File: config.mk
export PLATFORM = sky130hd
export DESIGN_NAME = acc_sched
export DESIGN_NICKNAME = d
export VERILOG_FILES = /design/src/rtl/acc_sched_pkg.sv /design/src/rtl/sched_job_fifo.sv /design/src/rtl/acc_sched.sv
export SDC_FILE = /design/constraint.sdc
export NUM_CORES = 1
export LEC_CHECK = 0
export ABC_AREA = 0
export CORE_UTILIZATION = 40
export DETAILED_ROUTE_END_ITERATION = 10
export DONT_BUFFER_PORTS = 1
export PLACE_DENSITY = 0.51
export SETUP_SLACK_MARGIN = 0.1
export SYNTH_ARGS = -nofsm -noshare
export SYNTH_HDL_FRONTEND = slang
export SYNTH_SLANG_ARGS = --single-unit
File: constraint.sdc
create_clock -name clk -period 7.2 [get_ports clk]
set_clock_uncertainty 0.2 [all_clocks]
set_input_delay 1.44 -clock clk [delete_from_list [all_inputs] [get_ports clk]]
set_output_delay 1.44 -clock clk [all_outputs]
set_load 0.02 [all_outputs]
File: src/rtl/acc_sched_pkg.sv
// rtl/acc_sched_pkg.sv - shared state encoding, job record and sizing for acc_sched
package acc_sched_pkg;

  localparam int DEF_LOG_MAX_ITERS          = 16;
  localparam int DEF_LOG_MAX_READS_PER_ITER = 16;
  localparam int DEF_LOG_JOB_SLOTS          = 2;
  localparam int DEF_JOB_ID_WIDTH           = 4;
  localparam int JOB_SLOTS                  = 1 << DEF_LOG_JOB_SLOTS;

  localparam logic [2:0] ST_IDLE   = 3'd0;
  localparam logic [2:0] ST_CHECK  = 3'd1;
  localparam logic [2:0] ST_CONFIG = 3'd2;
  localparam logic [2:0] ST_RUN    = 3'd3;
  localparam logic [2:0] ST_DONE   = 3'd4;

  typedef struct packed {
    logic [DEF_JOB_ID_WIDTH-1:0]           id;
    logic [DEF_LOG_MAX_ITERS-1:0]          iters;
    logic [DEF_LOG_MAX_READS_PER_ITER-1:0] reads;
  } job_rec_t;

  // A zero count would leave ACC running forever or doing nothing; reject instead.
  function automatic logic is_bad_job(input job_rec_t j);
    return (j.iters == '0) || (j.reads == '0);
  endfunction

endpackage

File: src/rtl/sched_job_fifo.sv
// rtl/sched_job_fifo.sv - job-record FIFO with registered count and full/empty flags
module sched_job_fifo #(
  parameter int DATA_W    = 36,
  parameter int LOG_DEPTH = 2
) (
  input  logic              clk,
  input  logic              rst,
  input  logic              push,
  input  logic [DATA_W-1:0] push_data,
  input  logic              pop,
  output logic [DATA_W-1:0] pop_data,
  output logic              full,
  output logic              empty
);

  localparam int DEPTH = 1 << LOG_DEPTH;
  localparam logic [LOG_DEPTH:0] FULL_CNT = {1'b1, {LOG_DEPTH{1'b0}}};

  logic [DATA_W-1:0]    mem [DEPTH];
  logic [LOG_DEPTH-1:0] wr_ptr;
  logic [LOG_DEPTH-1:0] rd_ptr;
  logic [LOG_DEPTH:0]   count;
  logic [LOG_DEPTH:0]   count_nxt;
  logic                 do_push;
  logic                 do_pop;

  assign do_push  = push & ~full;
  assign do_pop   = pop & ~empty;
  assign pop_data = mem[rd_ptr];

  always_comb begin
    count_nxt = count;
    if (do_push && !do_pop)
      count_nxt = count + 1'b1;
    else if (!do_push && do_pop)
      count_nxt = count - 1'b1;
  end

  // Flags come from the next count so they are registered yet current.
  always_ff @(posedge clk) begin
    if (!rst) begin
      wr_ptr <= '0;
      rd_ptr <= '0;
      count  <= '0;
      full   <= 1'b0;
      empty  <= 1'b1;
    end else begin
      if (do_push) wr_ptr <= wr_ptr + 1'b1;
      if (do_pop)  rd_ptr <= rd_ptr + 1'b1;
      count <= count_nxt;
      full  <= (count_nxt == FULL_CNT);
      empty <= (count_nxt == '0);
    end
  end

  always_ff @(posedge clk) begin
    if (do_push) mem[wr_ptr] <= push_data;
  end

endmodule

File: src/rtl/acc_sched.sv
// rtl/acc_sched.sv - ACC job scheduler top; define ACC_SCHED_PERF_EN for run/stall counters
module acc_sched
  import acc_sched_pkg::*;
#(
  parameter int LOG_MAX_ITERS          = DEF_LOG_MAX_ITERS,
  parameter int LOG_MAX_READS_PER_ITER = DEF_LOG_MAX_READS_PER_ITER,
  parameter int LOG_JOB_SLOTS          = DEF_LOG_JOB_SLOTS,
  parameter int JOB_ID_WIDTH           = DEF_JOB_ID_WIDTH
) (
  input  logic                              clk,
  input  logic                              rst,
  input  logic                              job_valid,
  output logic                              job_ready,
  input  logic [LOG_MAX_ITERS-1:0]          job_iters,
  input  logic [LOG_MAX_READS_PER_ITER-1:0] job_reads,
  input  logic [JOB_ID_WIDTH-1:0]           job_id,
  output logic                              acc_configure,
  output logic [LOG_MAX_ITERS-1:0]          acc_num_iters,
  output logic [LOG_MAX_READS_PER_ITER-1:0] acc_num_reads_per_iter,
  input  logic                              acc_valid_out,
  input  logic                              acc_avail_in,
  output logic                              busy,
  output logic                              job_done,
  output logic [JOB_ID_WIDTH-1:0]           job_done_id,
`ifdef ACC_SCHED_PERF_EN
  output logic [31:0]                       perf_run_cycles,
  output logic [31:0]                       perf_stall_cycles,
`endif
  output logic                              job_err
);

  logic [2:0]                        state;
  logic [2:0]                        state_nxt;
  job_rec_t                          push_rec;
  job_rec_t                          head;
  job_rec_t                          cur;
  logic                              fifo_full;
  logic                              fifo_empty;
  logic                              pop;
  logic                              beat;
  logic                              last_beat;
  logic                              bad;
  logic [LOG_MAX_READS_PER_ITER-1:0] beat_cnt;

  assign push_rec  = '{id: job_id, iters: job_iters, reads: job_reads};
  assign job_ready = ~fifo_full;
  assign pop       = (state == ST_IDLE) & ~fifo_empty;
  assign beat      = acc_valid_out & acc_avail_in;
  assign last_beat = beat && (beat_cnt == acc_num_reads_per_iter - 1'b1);
  assign bad       = is_bad_job(cur);

  sched_job_fifo #(
    .DATA_W    ($bits(job_rec_t)),
    .LOG_DEPTH (LOG_JOB_SLOTS)
  ) u_fifo (
    .clk       (clk),
    .rst       (rst),
    .push      (job_valid),
    .push_data (push_rec),
    .pop       (pop),
    .pop_data  (head),
    .full      (fifo_full),
    .empty     (fifo_empty)
  );

  always_comb begin
    state_nxt = state;
    case (state)
      ST_IDLE:   if (!fifo_empty) state_nxt = ST_CHECK;
      ST_CHECK:  state_nxt = bad ? ST_IDLE : ST_CONFIG;
      ST_CONFIG: state_nxt = ST_RUN;
      ST_RUN:    if (last_beat) state_nxt = ST_DONE;
      ST_DONE:   state_nxt = ST_IDLE;
      default:   state_nxt = ST_IDLE;
    endcase
  end

  // Outputs are decoded from the next state so each pulse lines up with its state.
  always_ff @(posedge clk) begin
    if (!rst) begin
      state                  <= ST_IDLE;
      cur                    <= '0;
      beat_cnt               <= '0;
      acc_configure          <= 1'b0;
      acc_num_iters          <= '0;
      acc_num_reads_per_iter <= '0;
      busy                   <= 1'b0;
      job_done               <= 1'b0;
      job_done_id            <= '0;
      job_err                <= 1'b0;
    end else begin
      state         <= state_nxt;
      acc_configure <= (state_nxt == ST_CONFIG);
      busy          <= (state_nxt inside {ST_CONFIG, ST_RUN, ST_DONE});
      job_err       <= (state == ST_CHECK) && bad;
      job_done      <= ((state == ST_CHECK) && bad) || ((state == ST_RUN) && last_beat);
      if (pop) cur <= head;
      if (((state == ST_CHECK) && bad) || ((state == ST_RUN) && last_beat))
        job_done_id <= cur.id;
      if ((state == ST_CHECK) && !bad) begin
        acc_num_iters          <= cur.iters;
        acc_num_reads_per_iter <= cur.reads;
      end
      if (state == ST_CONFIG)
        beat_cnt <= '0;
      else if ((state == ST_RUN) && beat)
        beat_cnt <= beat_cnt + 1'b1;
    end
  end

`ifdef ACC_SCHED_PERF_EN
  always_ff @(posedge clk) begin
    if (!rst) begin
      perf_run_cycles   <= '0;
      perf_stall_cycles <= '0;
    end else if (state == ST_CONFIG) begin
      perf_run_cycles   <= '0;
      perf_stall_cycles <= '0;
    end else if (state == ST_RUN) begin
      perf_run_cycles <= perf_run_cycles + 32'd1;
      if (!acc_valid_out) perf_stall_cycles <= perf_stall_cycles + 32'd1;
    end
  end
`endif

endmodule
==> results_dict.tcl <==
set metrics [dict create \
    power_leakage_nw 3.93 \
    setup.worst_path.start "acc_num_reads_per_iter[0]" \
    powerDensity_mw_per_mm2 374 \
    max_freq_mhz 313 \
    synthSimpleGateAreaFrac 0.122 \
    swShare 0.296 \
    hpwl_um 12900 \
    die_h_um 159 \
    critPathLaunchType "flip-flop" \
    fin_tns_setup_ns 0 \
    layout_min_cycle_time_ns 3.19 \
    htree_levels 1 \
    synth-xor-area-share 0.0276 \
    numCtsBuffers 27 \
    syn-num-nets 780 \
    cts_sinks 248 \
    peakVddDrop_uv 168 \
    holdWs_ns 0.275 \
    synthDominantCellAreaShare 0.440 \
    rsz0062_at_grt "no" \
    grt.total_usage 0.159 \
    yosysTopAreaCell "edfxtp_1" \
    async_reset_ff_frac 0 \
    clkTransAtPathRegs_ns 0.06 \
    grt_max_degree 77 \
    antenna_found_initial 0 \
    synth_flop_cell "edfxtp_1" \
    drc 0 \
    fp.dieW_um 159 \
    status "finished, final reports clean" \
    nets 782 \
    synthMuxAreaShare 0.119 \
    via_per_inst 5.22 \
    hold_path.class "flip-flop to flip-flop" \
    portBuffers 0 \
    setup_violations 0 \
    synth.most_common_cell "edfxtp_1" \
    pwr-share-comb 0.224 \
    grt_overflow_total 0 \
    crit_arrival_ns 3.41 \
    power.internal_mw 2.90 \
    synthAdderAreaFrac 0.0102 \
    synth_area_sq_mm 0.00984 \
    max-slew-margin-rel 0.232 \
    ys_types 56 \
    tightest_slew_ns 1.15 \
    end_kind "flip-flop" \
    cts_tree "built" \
    coreArea_sq_mm 0.0242 \
    critical-path-top-delay-family "simple AND/OR/NAND/NOR gates" \
    clk_path_buf_depth 3 \
    crit_slowest_cell "nor3b_1" \
    cap_violations 0 \
    required_ns 7.41 \
    instances_no_fill 1077 \
    ys_seq_area_frac 0.651 \
    syn_avg_cell_area_sq_um 13.5 \
    place_congestion 0.761 \
    grt_pass1_vias 5654 \
    drive_gt1_frac 0.134 \
    die_area_sq_mm 0.0252 \
    worstPathCellList "inv_1 -> ha_1 -> nor3b_1 -> nand3_1 -> mux2i_1 -> a22oi_2 -> nor4_4 -> nand3_2 -> a221o_1" \
    synth-seq-cells 248 \
    start_util 0.406 \
    place_inst 1028 \
    postCtsSetupRepairBufs 0 \
    wire_per_inst_um 18.5 \
    areaGrowthSynthToFinish_pct 12.2 \
    io_pins 82 \
    synthTopCellsByCount "144 x edfxtp_1, 104 x dfxtp_1, 91 x nand2_1, 65 x nor2_1, 49 x a21oi_1" \
    post_cts_resized 0 \
    seq_power_share 0.453 \
    final_antenna_net_count 0 \
    crit_type "flip-flop to flip-flop" \
    diodes 0 \
    min-delay-start "cur[5]" \
    fillers 2196 \
    via_count 5625 \
    slowest_delay_ns 0.56 \
    cp.buffers_inverters 1 \
    pwr-share-clk 0.323 \
    crit_fanout 7 \
    final-hold-violation-count 0 \
    r2r-start "acc_num_reads_per_iter[0]" \
    finalWirelength_um 19900 \
    synth_top_family_by_area "simple AND/OR/NAND/NOR gates" \
    clockRootBuffer "clkbuf_16" \
    synth_area_leaders "edfxtp_1 44%, dfxtp_1 21%, mux4_2 8.2%, nand2_1 3.5%, mux2i_1 3.5%" \
    p_sw_mw 1.22 \
    cts_hold_buffers 0 \
    synth_compound_area_frac 0.0496 \
    synth_edf_count 144 \
    post-route-period-util 0.444 \
    firstDrtPassIters 4 \
    slew_viol_final 0 \
    grt_pass1_wl_um 31600 \
    clkLatencyLatePin_ns 0.54 \
    drt_iter0_drc 405 \
    synthCells 731 \
    yosysWarnings 0 \
    rows 57 \
]
-- flip-flops by register name, indices dropped and copies added, names as in the netlist, 2 cells and up --
register	flops
job_done_id	4
u_fifo.wr_ptr	2
u_fifo.mem	144
u_fifo.count	3
cur	36
acc_num_iters	16
state	3
acc_num_reads_per_iter	16
beat_cnt	16
u_fifo.rd_ptr	2
-- kinds of logic after synthesis --
group                      count (synthesis)
and+or+nand+nor                          244
adders and majority gates                  8
buffers and inverters                     49
DFF                                      248
AOI/OAI and AO/OA                         80
xor gates and xnor gates                  31
muxes                                     71
-- placed cells by master (no fill, tap or decap), types with 3 or more instances in the layout --
master     netlist  final
nor2_1          65     65
nor3_1           7      7
nand4_1          7      7
edfxtp_1       144    144
mux4_2          36     36
xnor2_1         17     17
nor4_1          11     10
mux2i_1         34     34
o21ai_0          6      6
clkbuf_16        0     27
o21ai_1          4      4
clkbuf_8         0      3
and3_1          18     18
clkbuf_1        25     11
a221o_1          4      4
nand3b_1         4      4
inv_1           10     10
clkinv_2         0      4
nand2b_1         6      6
nand2_1         91     91
nand3_1          8      8
dfxtp_1        104    103
xor2_1          14     14
and2_1           5      5
nor4b_1          4      4
buf_4            1     11
ha_1             8      8
a211oi_1         4      4
or3_1            3      3
a21oi_1         49     49
-- routing by layer --
| metal | global-route usage | vias up | share of wire |
|---|---|---|---|
| met1 | 0.216 | 2779 | 0.47 |
| met5 | 0 | - | 0 |
| met3 | 0.0452 | 24 | 0.062 |
| met2 | 0.251 | 117 | 0.46 |
| met4 | 0.0344 | 0 | 0.014 |
| li1 | - | 2705 | - |
-- per-stage QoR --
stage          utilization  instance area [sq um]  setup slack [ns]  power, mW
2_1_floorplan            -                   9840              3.83       2.58
3_3_place_gp         0.419                  10200              3.80       2.81
3_5_place_dp         0.419                  10200              3.70       2.84
4_1_cts              0.455                  11000              4.01       4.19
5_1_grt              0.455                  11000              3.82       4.35
6_report             0.455                  11000              4.01       4.12
-- power by group through the flow --
stage	combinational [mW]	sequential (mW)	clock, mW
after floorplan	0.738	1.85	0
after global placement	0.922	1.89	0
after detailed placement	0.938	1.90	0
after CTS	0.941	1.87	1.37
after global routing	1.03	1.89	1.43
final	0.922	1.87	1.33
-- worst paths after layout --
check / slack, ns / to / depth (start not counted)
worst min-delay path: 0.27 / cur[5] / 2
worst min register to register: 0.27 / cur[5] / 2
worst max register to register: 4.01 / job_done_id[2] / 9
worst max-delay path: 4.01 / job_done_id[2] / 9
-- cell type report --
class	instances	area, sq um	area share
Timing Repair Buffer	11	82.6	0.00748
Tap cell	324	405	0.0367
Clock buffer	41	758	0.0687
Multi-Input combinational cell	434	3230	0.293
Clock inverter	8	108	0.00975
Inverter	11	41.3	0.00374
Sequential cell	248	6410	0.581
-- worst reg2reg max path, delay by kind of cell, from the launching register on --
| kind | cells | cell delay (ns) |
|---|---|---|
| AO/OA/AOI/OAI | 2 | 0.50 |
| flip-flops | 1 | 0.44 |
| adder cells (fa/ha/maj) | 1 | 0.21 |
| buffers and inverters | 1 | 0.11 |
| AND/OR/NAND/NOR | 4 | 1.37 |
| multiplexers | 1 | 0.26 |
Note: power is estimated with default switching activity, not from simulation.
==> edit: new RTL, same settings <==
The option `ACC_SCHED_PERF_EN` is turned on by a define.
--- a/src/rtl/acc_sched.sv
+++ b/src/rtl/acc_sched.sv
@@ -1,2 +1,4 @@
 // rtl/acc_sched.sv - ACC job scheduler top; define ACC_SCHED_PERF_EN for run/stall counters
+`define ACC_SCHED_PERF_EN
+
 module acc_sched
Formal check against the unedited RTL (old outputs only; new: perf_run_cycles and perf_stall_cycles): equivalent (Yosys induction, for registers that start in step).
==> edit against the original RTL <==
The run now ends with design-rule violations left; hold slack got worse by 1.7 ps; setup slack improved by 60 ps; clock power increased by 38%; total power increased by 26%; wire length increased by 35%; sequential cell count increased by 64; area after synthesis increased by 28%; cell area increased by 29%; critical path type is now in2reg; largest cell class unchanged; largest power group unchanged; highest routed layer unchanged.
==> edit: results (changes against the original RTL) <==
| Metric | Value |
|---|---|
| Status | `complete, but fails checks` |
| Failing checks | `design-rule violations` |
| Most used DFF post-synth | `dfxtp_1` |
| Share of the synthesized area in the top cell type | `34.4% (-9.6 points)` |
| Global Route Usage Sum | `16.7% (+0.84 points)` |
| GRT met1 Usage | `21.8% (+0.24 points)` |
| Worst R2R Setup Slack | `4080 ps (+70 ps)` |
| Inverters | `13 (+2)` |
| Fraction of area in registers | `54.2% (-3.9 points)` |
| CTS sink cnt | `312 (+26%)` |
| DRC violation count after routing | `28 (+28)` |
| H-tree depth | `2 (+1)` |
| Vias in the first global route | `7396 (+31%)` |
| Fin cells | `1466 (+36%)` |
| Worst-Skew Late Latency | `520 ps (-20 ps)` |
| Maximum VDD drop | `212 uV (+26%)` |
| Total CTS buffers | `36 (+33%)` |
| Fillers | `2822 (+29%)` |
| Netlist cell types | `58 (+3.6%)` |
| Number of DRC markers in iteration 0 | `353 (-13%)` |
| Buffer share of cell area | `0.582% (-0.17 points)` |
| Combinational cell power | `1060 uW (+15%)` |
| DP HPWL | `17.4 mm (+35%)` |
| Largest net degree at the start of global routing | `45 (-42%)` |
| M2 GR Usage | `26.1% (+1.0 points)` |
==> edit: cell count changes in the layout (fill, tap and decap cells not counted), sizes merged, moves of 6 or more <==
cell,unedited run,this run
nand2,91,120
and4,0,7
xnor2,17,31
clkbuf,41,55
nor2,66,129
nand4,7,16
nand3,9,31
dfxtp,104,168
o22ai,0,6
xor2,14,66
==> edit: cells by family (layout without fill, tap and decap cells) <==
logic type	after synthesis	after routing	share of synthesized area (%)
and+or+nand+nor	392	392	15.2
xor gates and xnor gates	97	97	6.75
muxes	71	71	9.24
adders and majority gates	10	10	0.994
DFF	312	312	61.1
AOI/OAI and AO/OA	98	98	4.69
buffers and inverters	63	90	2.07
==> edit: through the flow <==
step	cell area [um2]	power [uW]	hold WS, ps	utilization [%]
global placement	13000	3420	263	42.2
floorplan	12600	3120	248	-
global route	14200	5480	297	46.2
CTS	14200	5280	272	46.2
detailed placement	13000	3430	263	42.2
finish	14200	5200	273	46.2
